`src/rtl/rvlab_jtag_host.sv`:
```
//------------------------------------------------------------------------------
// rvlab_jtag_host : command-driven JTAG master (TAP reset, IR/DR scans, idle clocks)
// Rev 1.0
//------------------------------------------------------------------------------
`timescale 1ns/1ps
`default_nettype none

module rvlab_jtag_host #(
    parameter int unsigned ClkDiv = 2
) (
    input  logic        clk_i,
    input  logic        trst_ni,
    input  logic        cmd_valid_i,
    output logic        cmd_ready_o,
    input  logic [1:0]  cmd_op_i,
    input  logic [5:0]  cmd_len_i,
    input  logic [40:0] cmd_data_i,
    output logic        rsp_valid_o,
    output logic [40:0] rsp_data_o,
    output logic        tck_o,
    output logic        tms_o,
    output logic        tdi_o,
    input  logic        tdo_i
);

    localparam logic [1:0] OP_RESET = 2'd0;
    localparam logic [1:0] OP_IR    = 2'd1;
    localparam logic [1:0] OP_DR    = 2'd2;
    localparam logic [1:0] OP_IDLE  = 2'd3;
    localparam logic [5:0] MAX_BITS = 6'd41;
    localparam logic [7:0] DIV_LAST = 8'(ClkDiv - 1);

    typedef enum logic [2:0] {IDLE, HDR, SHIFT, TRL, DONE} state_t;

    state_t      state, state_d, nxt_state;
    logic [1:0]  op;
    logic [5:0]  n, eff_len, cnt, nxt_cnt, hdr_last;
    logic [40:0] data, data_sel, rsp_data;
    logic [7:0]  div;
    logic        run, tck, tms, tdi;
    logic        accept, busy, tick, rise, fall, step, nxt_tms, nxt_tdi;

    assign accept   = (state == IDLE) && cmd_valid_i;
    assign busy     = (state == HDR) || (state == SHIFT) || (state == TRL);
    assign tick     = run && (div == DIV_LAST);
    assign rise     = tick && !tck;
    assign fall     = tick && tck;
    // HDR with run low is the one-cycle setup slot that loads the first period
    assign step     = ((state == HDR) && !run) || fall;
    assign data_sel = data >> nxt_cnt;

    always_comb begin
        eff_len = cmd_len_i;
        if (cmd_op_i != OP_IDLE) begin
            if (cmd_len_i == 6'd0)
                eff_len = 6'd1;
            else if (cmd_len_i > MAX_BITS)
                eff_len = MAX_BITS;
        end
    end

    always_comb begin
        case (op)
            OP_RESET: hdr_last = 6'd5;
            OP_IR:    hdr_last = 6'd3;
            default:  hdr_last = 6'd2;
        endcase
    end

    // Position (state, index) of the TCK period that follows the current one
    always_comb begin
        nxt_state = state;
        nxt_cnt   = cnt;
        if (!run) begin
            nxt_cnt = '0;
            if (op != OP_IDLE)
                nxt_state = HDR;
            else if (n == 6'd0)
                nxt_state = DONE;
            else
                nxt_state = SHIFT;
        end else begin
            nxt_cnt = cnt + 6'd1;
            case (state)
                HDR: if (cnt == hdr_last) begin
                    nxt_cnt   = '0;
                    nxt_state = (op == OP_RESET) ? DONE : SHIFT;
                end
                SHIFT: if (cnt == n - 6'd1) begin
                    nxt_cnt   = '0;
                    nxt_state = (op == OP_IDLE) ? DONE : TRL;
                end
                TRL: if (cnt == 6'd1) begin
                    nxt_cnt   = '0;
                    nxt_state = DONE;
                end
                default: nxt_cnt = cnt;
            endcase
        end
    end

    always_comb begin
        nxt_tms = 1'b0;
        nxt_tdi = 1'b0;
        case (nxt_state)
            HDR: begin
                case (op)
                    OP_RESET: nxt_tms = (nxt_cnt < 6'd5);
                    OP_IR:    nxt_tms = (nxt_cnt < 6'd2);
                    default:  nxt_tms = (nxt_cnt == 6'd0);
                endcase
            end
            SHIFT: if (op != OP_IDLE) begin
                nxt_tms = (nxt_cnt == n - 6'd1);
                nxt_tdi = data_sel[0];
            end
            TRL:     nxt_tms = (nxt_cnt == 6'd0);
            default: ;
        endcase
    end

    always_comb begin
        state_d = state;
        case (state)
            IDLE:    if (cmd_valid_i) state_d = HDR;
            DONE:    state_d = IDLE;
            default: if (step) state_d = nxt_state;
        endcase
    end

    always_ff @(posedge clk_i or negedge trst_ni) begin
        if (!trst_ni)
            state <= IDLE;
        else
            state <= state_d;
    end

    always_ff @(posedge clk_i or negedge trst_ni) begin
        if (!trst_ni) begin
            op       <= OP_RESET;
            n        <= '0;
            data     <= '0;
            cnt      <= '0;
            run      <= 1'b0;
            div      <= '0;
            tck      <= 1'b0;
            tms      <= 1'b1;
            tdi      <= 1'b0;
            rsp_data <= '0;
        end else if (accept) begin
            op       <= cmd_op_i;
            n        <= eff_len;
            data     <= cmd_data_i;
            cnt      <= '0;
            run      <= 1'b0;
            div      <= '0;
            tck      <= 1'b0;
            rsp_data <= '0;
        end else if (busy) begin
            if (step) begin
                cnt <= nxt_cnt;
                tms <= nxt_tms;
                tdi <= nxt_tdi;
                run <= (nxt_state != DONE);
            end
            if (run) begin
                if (tick) begin
                    div <= '0;
                    tck <= ~tck;
                end else begin
                    div <= div + 8'd1;
                end
            end
            if (rise && (state == SHIFT) && (op != OP_IDLE))
                rsp_data <= rsp_data | (41'(tdo_i) << cnt);
        end
    end

    assign cmd_ready_o = (state == IDLE);
    assign rsp_valid_o = (state == DONE);
    assign rsp_data_o  = rsp_data;
    assign tck_o       = tck;
    assign tms_o       = tms;
    assign tdi_o       = tdi;

endmodule

`default_nettype wire
```
`config.mk`:
```
export PLATFORM = sky130hd
export DESIGN_NAME = rvlab_jtag_host
export DESIGN_NICKNAME = d
export VERILOG_FILES = /design/src/rtl/rvlab_jtag_host.sv
export SDC_FILE = /design/constraint.sdc
export NUM_CORES = 1
export LEC_CHECK = 0
export CORE_ASPECT_RATIO = 0.5
export CORE_MARGIN = 1.5
export CORE_UTILIZATION = 54
export DETAILED_ROUTE_END_ITERATION = 10
export PLACE_DENSITY = 0.81
export SETUP_SLACK_MARGIN = 0.5
export SLEW_MARGIN = 20
export SYNTH_ARGS = -nofsm -noshare
export SYNTH_HDL_FRONTEND = slang
export SYNTH_SLANG_ARGS = --single-unit
```
`constraint.sdc`:
```
create_clock -name clk_i -period 3.7 [get_ports clk_i]
set_input_delay 1.11 -clock clk_i [delete_from_list [all_inputs] [get_ports clk_i]]
set_output_delay 1.11 -clock clk_i [all_outputs]
set_load 0.01 [all_outputs]
```
==> results of run 1 <==
registers in the layout, indices dropped and copies added, names as in the netlist:
name,cells
div,8
rsp_data_o,41
run,1
cnt,6
n,6
data,41
tdi_o,1
tck_o,1
state,3
tms_o,1
op,2
per-stage QoR:
stage	instance area [sq um]	power [mW]	hold slack, ps
2_1_floorplan	5810	3.51	439
3_3_place_gp	6900	4.15	460
3_5_place_dp	6900	4.21	462
4_1_cts	7220	5.25	480
5_1_grt	7250	5.63	494
6_report	7250	5.27	475
metal layers:
metal  vias to the layer above  global-route usage [%]  routed length, um
met2                       244                    39.9               6500
met3                        25                    5.09               1180
met4                         0                    6.08                174
met1                      2423                    39.8               6560
li1                       2489                       -                  -
met5                         -                       0                  0
worst max-delay path, cell delays in order (launching register included):
cell and delay (ps):
dfrtp_1 420, inv_1 110, ha_1 290, nand2b_1 200, and3_1 220, or3_1 350, a31o_1 190, o311ai_2 340
and2_4 240, mux2_4 300, o31a_1 250, o211ai_2 60
area by class of cell:
| class | count | area, sq um |
|---|---|---|
| clock buffers | 11 | 253 |
| clock inverters | 5 | 65.1 |
| fillers | 827 | 3090 |
| inverters | 10 | 37.5 |
| multi-input cells | 519 | 2830 |
| flip-flops and latches | 111 | 2780 |
| well taps | 140 | 175 |
| repair buffers | 112 | 1110 |
cell families (layout without fill, tap and decap cells):
family | count (synthesis) | after routing
fa+ha+maj | 5 | 5
mux | 11 | 11
flops | 111 | 111
xor+xnor | 23 | 23
buf+inv | 51 | 138
compound gates | 140 | 140
simple gates | 340 | 340
how the worst max path moves through the flow:
stage / from / end / cells after the start
2_1_floorplan: n[0]$_DFFE_PN0P_ / tdi_o$_DFFE_PN0P_ / 12
3_3_place_gp: n[0]$_DFFE_PN0P_ / tdi_o$_DFFE_PN0P_ / 11
3_5_place_dp: n[0]$_DFFE_PN0P_ / tdi_o$_DFFE_PN0P_ / 11
4_1_cts: n[0]$_DFFE_PN0P_ / tdi_o$_DFFE_PN0P_ / 11
5_1_grt: n[0]$_DFFE_PN0P_ / tdi_o$_DFFE_PN0P_ / 11
6_report: n[0]$_DFFE_PN0P_ / tdi_o$_DFFE_PN0P_ / 11
cells in the final DEF (no fill, tap or decap), types with 3 or more instances in the layout:
cell type and count:
nand2_1 172, dfrtp_1 110, clkdlybuf4s50_1 97, nor2_1 74
a21oi_1 59, o21ai_0 26, nand3_1 19, nor3_1 17
xnor2_1 13, buf_4 13, inv_1 10, clkbuf_16 9
xor2_1 8, a31oi_1 8, and3_1 8, nand2b_1 7
mux2i_1 6, nor3b_1 6, nor2b_1 5, a21o_1 5
and2_1 5, nor4_1 5, ha_1 5, nand4_1 4
or2_2 3, o21ai_1 3, o2111ai_1 3, or3_1 3
o31a_1 3, a211oi_1 3
power by group through the flow:
stage	Combinational, mW	Sequential [mW]	Clock, mW
after global placement	2.28	1.88	0
final	2.38	1.88	1.00
after floorplan	1.77	1.74	0
after global routing	2.62	1.93	1.08
after CTS	2.35	1.88	1.02
after detailed placement	2.31	1.90	0
repair_timing:
action / CTS / global route
gates cloned: 0 / 0
resized for setup: 1 / 3
setup endpoints to repair: 1 / 1
buffers inserted: 0 / 2
hold endpoints to repair: 0 / 0
==> key figures, run 1 <==
Run status
  • Outcome: completed

Global routing
  • Pin count of the biggest net entering global routing: 98
  • GRT Util Overall: 26.5%
  • Vias in the first global route: 4,790
  • Initial antenna violation count: 0
  • Gr ovfl total: 0
  • First-pass GRT wire length: 24.1 mm

Min path
  • Min-delay src: data[7]$_DFFE_PN0P_
  • Hold Path Depth: 2
  • Classification of the worst-slack hold path: register to register
  • Worst Hold End: data[7]$_DFFE_PN0P_

Die
  • # IOs: 99
  • Core area: 0.0103 sq mm
  • Die H: 76.4 um
  • FP Rows: 26
  • Initial Util: 56.2%
  • Die extent in x: 150 um
  • Die area: 0.0114 sq mm

CTS
  • Hold Buf Count CTS: 0
  • CTS H-Tree Depth: 3
  • Max Buffers Root-to-Sink: 2
  • Clock sink total: 111
  • Clock latency on the worst-skew pair: 340 ps
  • CTS root buf: clkbuf_16
  • Num CTS Buffers: 9
  • Clock transition at the registers of the reported paths: 70 ps
  • CTS tree: built

Logic synthesis
  • Post-Synth Adder-Cell Area: 1.08%
  • Post-synth EDFFs: 0
  • Simple logic cell fraction of the synthesized area: 26.0%
  • Synth Flop Type: dfrtp_1
  • Compound-Gate Fraction of Synth Area: 14.9%
  • Main combinational cell family by area after synthesis: simple AND/OR/NAND/NOR gates
  • Proportion of synthesized area in mux cells: 2.43%
  • Syn Area/Cell: 8.53 sq um
  • Yosys cell types: 71
  • Count of state elements after synthesis: 111
  • Synth area leader: dfrtp_1
  • Async SR Flop Fraction: 100%
  • Commonest cells in the netlist: nand2_1 (172), dfrtp_1 (110), nor2_1 (74)
  • Most common cell in the netlist: nand2_1
  • Ys Warns: 0
  • Syn_nets: 739
  • Synth Instances: 681
  • Top cell type's share of synthesized area: 47.4%
  • Register area share after synthesis: 47.8%
  • Post-synthesis cell area: 0.00581 sq mm
  • Post-synthesis xor/xnor area fraction: 3.96%
  • Top post-synthesis cells by area: dfrtp_1 (47%), nand2_1 (11%), a21oi_1 (5.1%)

Layout
  • Layout area overhead: 24.8%
  • Layout cell share with drive strength beyond 1: 6.77%
  • Nets: 821
  • Layout Cells excl Fill: 908
  • Final core utilization: 70.1%
  • Diode count: 0

Placement
  • PortBufs: 98
  • Worst slack at placement: 501 ps
  • Placed cells: 890
  • Placer Congestion: 0.957
  • Sum of net half-perimeters after detailed placement: 10.1 mm

Power
  • Internal power: 3.09 mW
  • Sequential fraction of design power: 35.8%
  • Clock network power share: 19.1%
  • Leakage: 3.31 nW
  • Maximum VDD drop: 0.356 mV
  • Comb power frac: 45.2%
  • P_sw: 2.17 mW
  • Sw Share: 41.2%
  • Pwr Density: 726 mW/mm^2

Route
  • Routed WL: 14.4 mm
  • Vias: 5,181
  • Vias per cell: 5.71
  • Remaining antenna violation count: 0
  • Pre-antenna DRT Iters: 5
  • 1st-iter DRT viols: 482
  • Wire per inst: 15.9 um
  • DRC viols: 0

STA
  • Fin worst setup slack: 652 ps
  • Max Freq: 328 MHz
  • Fin. Hold Viols: 0
  • Slew @ Worst Pin: 812 ps
  • RSZ-0062 raised after global routing: no
  • Period minus WS final: 3050 ps
  • Headroom to the max-slew limit: 45.4%
  • Slew Viols, Final: 0
  • Clk_skew: 6.17 ps
  • Endpoints failing setup: 0
  • Final worst path period share: 82.4%
  • Setup TNS: 0 ps

Critical path
  • CP Class: register to register
  • Setup crit start kind: register
  • Worst Setup End Kind: register
  • R2r worst-path depth: 11
  • Worst flop-to-flop path startpoint: n[0]$_DFFE_PN0P_
  • CP max FO: 7
  • CP required: 3970 ps
  • Crit path DAT: 3310 ps
  • R2r setup slk: 650 ps
  • Reg2reg end: tdi_o$_DFFE_PN0P_

Job
  • Max_cap viols: 0
(Power assumes the default switching activity.)
==> inputs of run 2 (changes only) <==
--- a/config.mk
+++ b/config.mk
@@ -7,9 +7,9 @@
 export LEC_CHECK = 0
 export CORE_ASPECT_RATIO = 0.5
 export CORE_MARGIN = 1.5
-export CORE_UTILIZATION = 54
+export CORE_UTILIZATION = 48
 export DETAILED_ROUTE_END_ITERATION = 10
-export PLACE_DENSITY = 0.81
+export PLACE_DENSITY = 0.76
 export SETUP_SLACK_MARGIN = 0.5
 export SLEW_MARGIN = 20
 export SYNTH_ARGS = -nofsm -noshare
==> constraint.sdc (replaced) <==
create_clock -name clk_i -period 2.6 [get_ports clk_i]
set_input_delay 0.78 -clock clk_i [delete_from_list [all_inputs] [get_ports clk_i]]
set_output_delay 0.78 -clock clk_i [all_outputs]
set_load 0.01 [all_outputs]
==> run 2 against run 1 <==
Net effect: the flow now finishes with violations (negative setup slack); sequential power up 35%; die area up 12%; cell count up 11%; utilization up 1.6 points; clock skew up 2.5 ps; clock-buffer cell count down 1; sequential share of layout area down 5.5 points; largest cell class unchanged; highest routed layer unchanged.
==> key figures, run 2 (same netlist as run 1, synthesis figures left out) <==
Run status
  • Outcome: complete, but fails checks
  • Failing checks: negative setup slack

Route
  • Remaining antenna violation count: 0 (unchanged)
  • Vias: 5,516 (+6.5%)
  • WL met2: 7.66 mm (+18%)
  • Pre-antenna DRT Iters: 5 (unchanged)
  • 1st-iter DRT viols: 379 (-21%)
  • DRC viols: 0 (unchanged)
  • Wire length on met1: 7.57 mm (+15%)
  • Vias per cell: 5.48 (-3.9%)
  • Wire per inst: 16.3 um (+2.7%)
  • DR WL met3: 1.00 mm (-15%)
  • Routed WL: 16.4 mm (+14%)
  • Top Metal Used: met4

Layout
  • Finished Cell Area: 0.00847 sq mm (+17%)
  • Final core utilization: 71.7% (+1.6 points)
  • Diode count: 0 (unchanged)
  • Layout area overhead: 45.7%
  • Layout Cells excl Fill: 1,006 (+11%)
  • Nets: 894 (+8.9%)
  • Filler cell count: 894 (+8.1%)
  • Most common cell after layout, fill and taps aside: nand2_1
  • Layout cell share with drive strength beyond 1: 27.2% (+20 points)
  • Commonest cells after routing, fill and taps aside: nand2_1 (169), dfrtp_1 (107), clkdlybuf4s50_1 (86), buf_4 (68), nor2_1 (65)

STA
  • Endpoints failing setup: 1 (+1)
  • Fin. Hold Viols: 0 (unchanged)
  • Slew @ Worst Pin: 704 ps (-108 ps)
  • Clk_skew: 8.65 ps (+2.48 ps)
  • Max Freq: 372 MHz (+13%)
  • Final worst path period share: 104% (+21 points)
  • Headroom to the max-slew limit: 53.0% (+7.6 points)
  • Period minus WS final: 2690 ps (-356 ps)
  • RSZ-0062 raised after global routing: yes
  • Fin worst setup slack: -91.7 ps (-744 ps)
  • Setup TNS: -91.7 ps (-91.7 ps)
  • Slew Viols, Final: 0 (unchanged)

Global routing
  • Vias in the first global route: 5,129 (+7.1%)
  • GRT Util Overall: 25.9% (-0.65 points)
  • Initial antenna violation count: 0 (unchanged)
  • First-pass GRT wire length: 25.8 mm (+7.0%)
  • Pin count of the biggest net entering global routing: 56 (-43%)
  • Gr ovfl total: 0 (unchanged)

Power
  • Overall power: 8.65 mW (+64%)
  • Maximum VDD drop: 0.506 mV (+42%)
  • Leakage: 3.94 nW (+19%)
  • Pwr Density: 1020 mW/mm^2 (+41%)

Die
  • Core area: 0.0118 sq mm (+14%)
  • Initial Util: 49.2% (-7.0 points)
  • FP Rows: 28 (+7.7%)
  • Die H: 80.8 um (+5.8%)
  • Die area: 0.0128 sq mm (+12%)
  • # IOs: 99 (unchanged)
  • Die extent in x: 159 um (+5.9%)

Min path
  • Classification of the worst-slack hold path: input port to async pin

Critical path
  • Setup crit start kind: register
  • CP Class: register to register
  • CP max FO: 8 (+1)
  • Worst Setup End Kind: register
  • CP required: 2820 ps (-1150 ps)
  • Crit path DAT: 2910 ps (-400 ps)

CTS
  • CTS root buf: clkbuf_16
  • Clock sink total: 111 (unchanged)
  • Num CTS Buffers: 9 (unchanged)
  • CTS tree: built
  • Max Buffers Root-to-Sink: 2 (unchanged)
  • Clock transition at the registers of the reported paths: 80 ps (about the same)
  • Clock latency on the worst-skew pair: 350 ps (about the same)
  • CTS H-Tree Depth: 3 (unchanged)

Placement
  • Placer Congestion: 0.902 (-5.8%)
  • Placed cells: 972 (+9.2%)
  • PortBufs: 98 (unchanged)
  • Sum of net half-perimeters after detailed placement: 11.6 mm (+14%)
  • Dpl cell area: 0.00746 sq mm (+8.1%)

Job
  • Max_cap viols: 0 (unchanged)
[run 2: changes by cell type in the layout (fill, tap and decap cells not counted), sizes merged]
| cell | delta |
|---|---|
| clkdlybuf4s50 | -11 |
| clkinvlp | -1 |
| buf | +75 |
| clkbuf | -1 |
| clkinv | +2 |
| dlygate4sd2 | +1 |
| bufinv | -1 |
| dlymetal6s2s | +8 |
| inv | +1 |
[run 2: path summary, 6_finish.rpt]
check                                    start             endpoint  slack [ps]  depth (start not counted)
max                           n[1]$_DFFE_PN0P_    tdi_o$_DFFE_PN0P_         -90                         11
min                                    trst_ni  data[4]$_DFFE_PN0P_         320                          1
max reg2reg                   n[1]$_DFFE_PN0P_    tdi_o$_DFFE_PN0P_         -90                         11
min reg2reg                data[7]$_DFFE_PN0P_  data[7]$_DFFE_PN0P_         480                          2
max in group asynchronous              trst_ni     n[2]$_DFFE_PN0P_        1690                          2
min in group clk_i         data[7]$_DFFE_PN0P_  data[7]$_DFFE_PN0P_         480                          2
[run 2: final cells by class]
class | count | area [sq um] | area share (%)
clock buffers | 10 | 229 | 2.70
clock inverters | 6 | 52.6 | 0.621
multi-input cells | 519 | 3400 | 40.2
flip-flops and latches | 111 | 2780 | 32.9
inverters | 10 | 37.5 | 0.443
repair buffers | 185 | 1760 | 20.7
well taps | 165 | 206 | 2.44
[run 2: metal layers]
| metal | vias up | track usage, % |
|---|---|---|
| li1 | 2638 | - |
| met1 | 2669 | 36.5 |
| met4 | 0 | 4.30 |
| met2 | 192 | 42.4 |
| met3 | 17 | 5.18 |
| met5 | - | 0 |
[run 2: worst max-delay path, cell delays in order, from the launching register on]
cell      delay (ps)
dfrtp_1          400
buf_6            120
nor3_4           180
nor3b_4          260
xnor3_2          350
a211oi_2         300
o311ai_4         150
and2_4           190
buf_6            130
a211oi_1         210
o31a_1           190
o211ai_2          80
[run 2: per-stage QoR]
step	setup slack, ps	hold slack [ps]
3_3_place_gp	-142	454
3_5_place_dp	-206	462
2_1_floorplan	-73.8	439
4_1_cts	-93.8	321
5_1_grt	-212	332
6_report	-91.7	321
[run 2: where the power goes]
| group | total [mW] | leakage [nW] | internal [mW] | switching (mW) |
|---|---|---|---|---|
| combinational | 4.80 | 2.34 | 2.16 | 2.64 |
| sequential | 2.54 | 1.46 | 2.19 | 0.344 |
| clock | 1.31 | 0.136 | 0.666 | 0.647 |
| total | 8.65 | 3.94 | 5.02 | 3.63 |
[run 2: timing repair]
| item | in CTS | in global routing |
|---|---|---|
| endpoints found under the setup margin | 56 | 59 |
| gates resized for setup | 77 | 80 |
| hold buffers | 0 | 0 |
| setup buffers | 11 | 7 |
| pin swaps | 39 | 45 |
==> inputs of run 3 (changes only) <==
--- a/config.mk
+++ b/config.mk
@@ -8,7 +8,9 @@
 export CORE_ASPECT_RATIO = 0.5
 export CORE_MARGIN = 1.5
 export CORE_UTILIZATION = 48
+export CTS_CLUSTER_SIZE = 25
 export DETAILED_ROUTE_END_ITERATION = 10
+export GPL_ROUTABILITY_DRIVEN = 1
 export PLACE_DENSITY = 0.76
 export SETUP_SLACK_MARGIN = 0.5
 export SLEW_MARGIN = 20
==> results of run 3 <==
No change in the layout: final DEF, timing and power equal those of run 2.
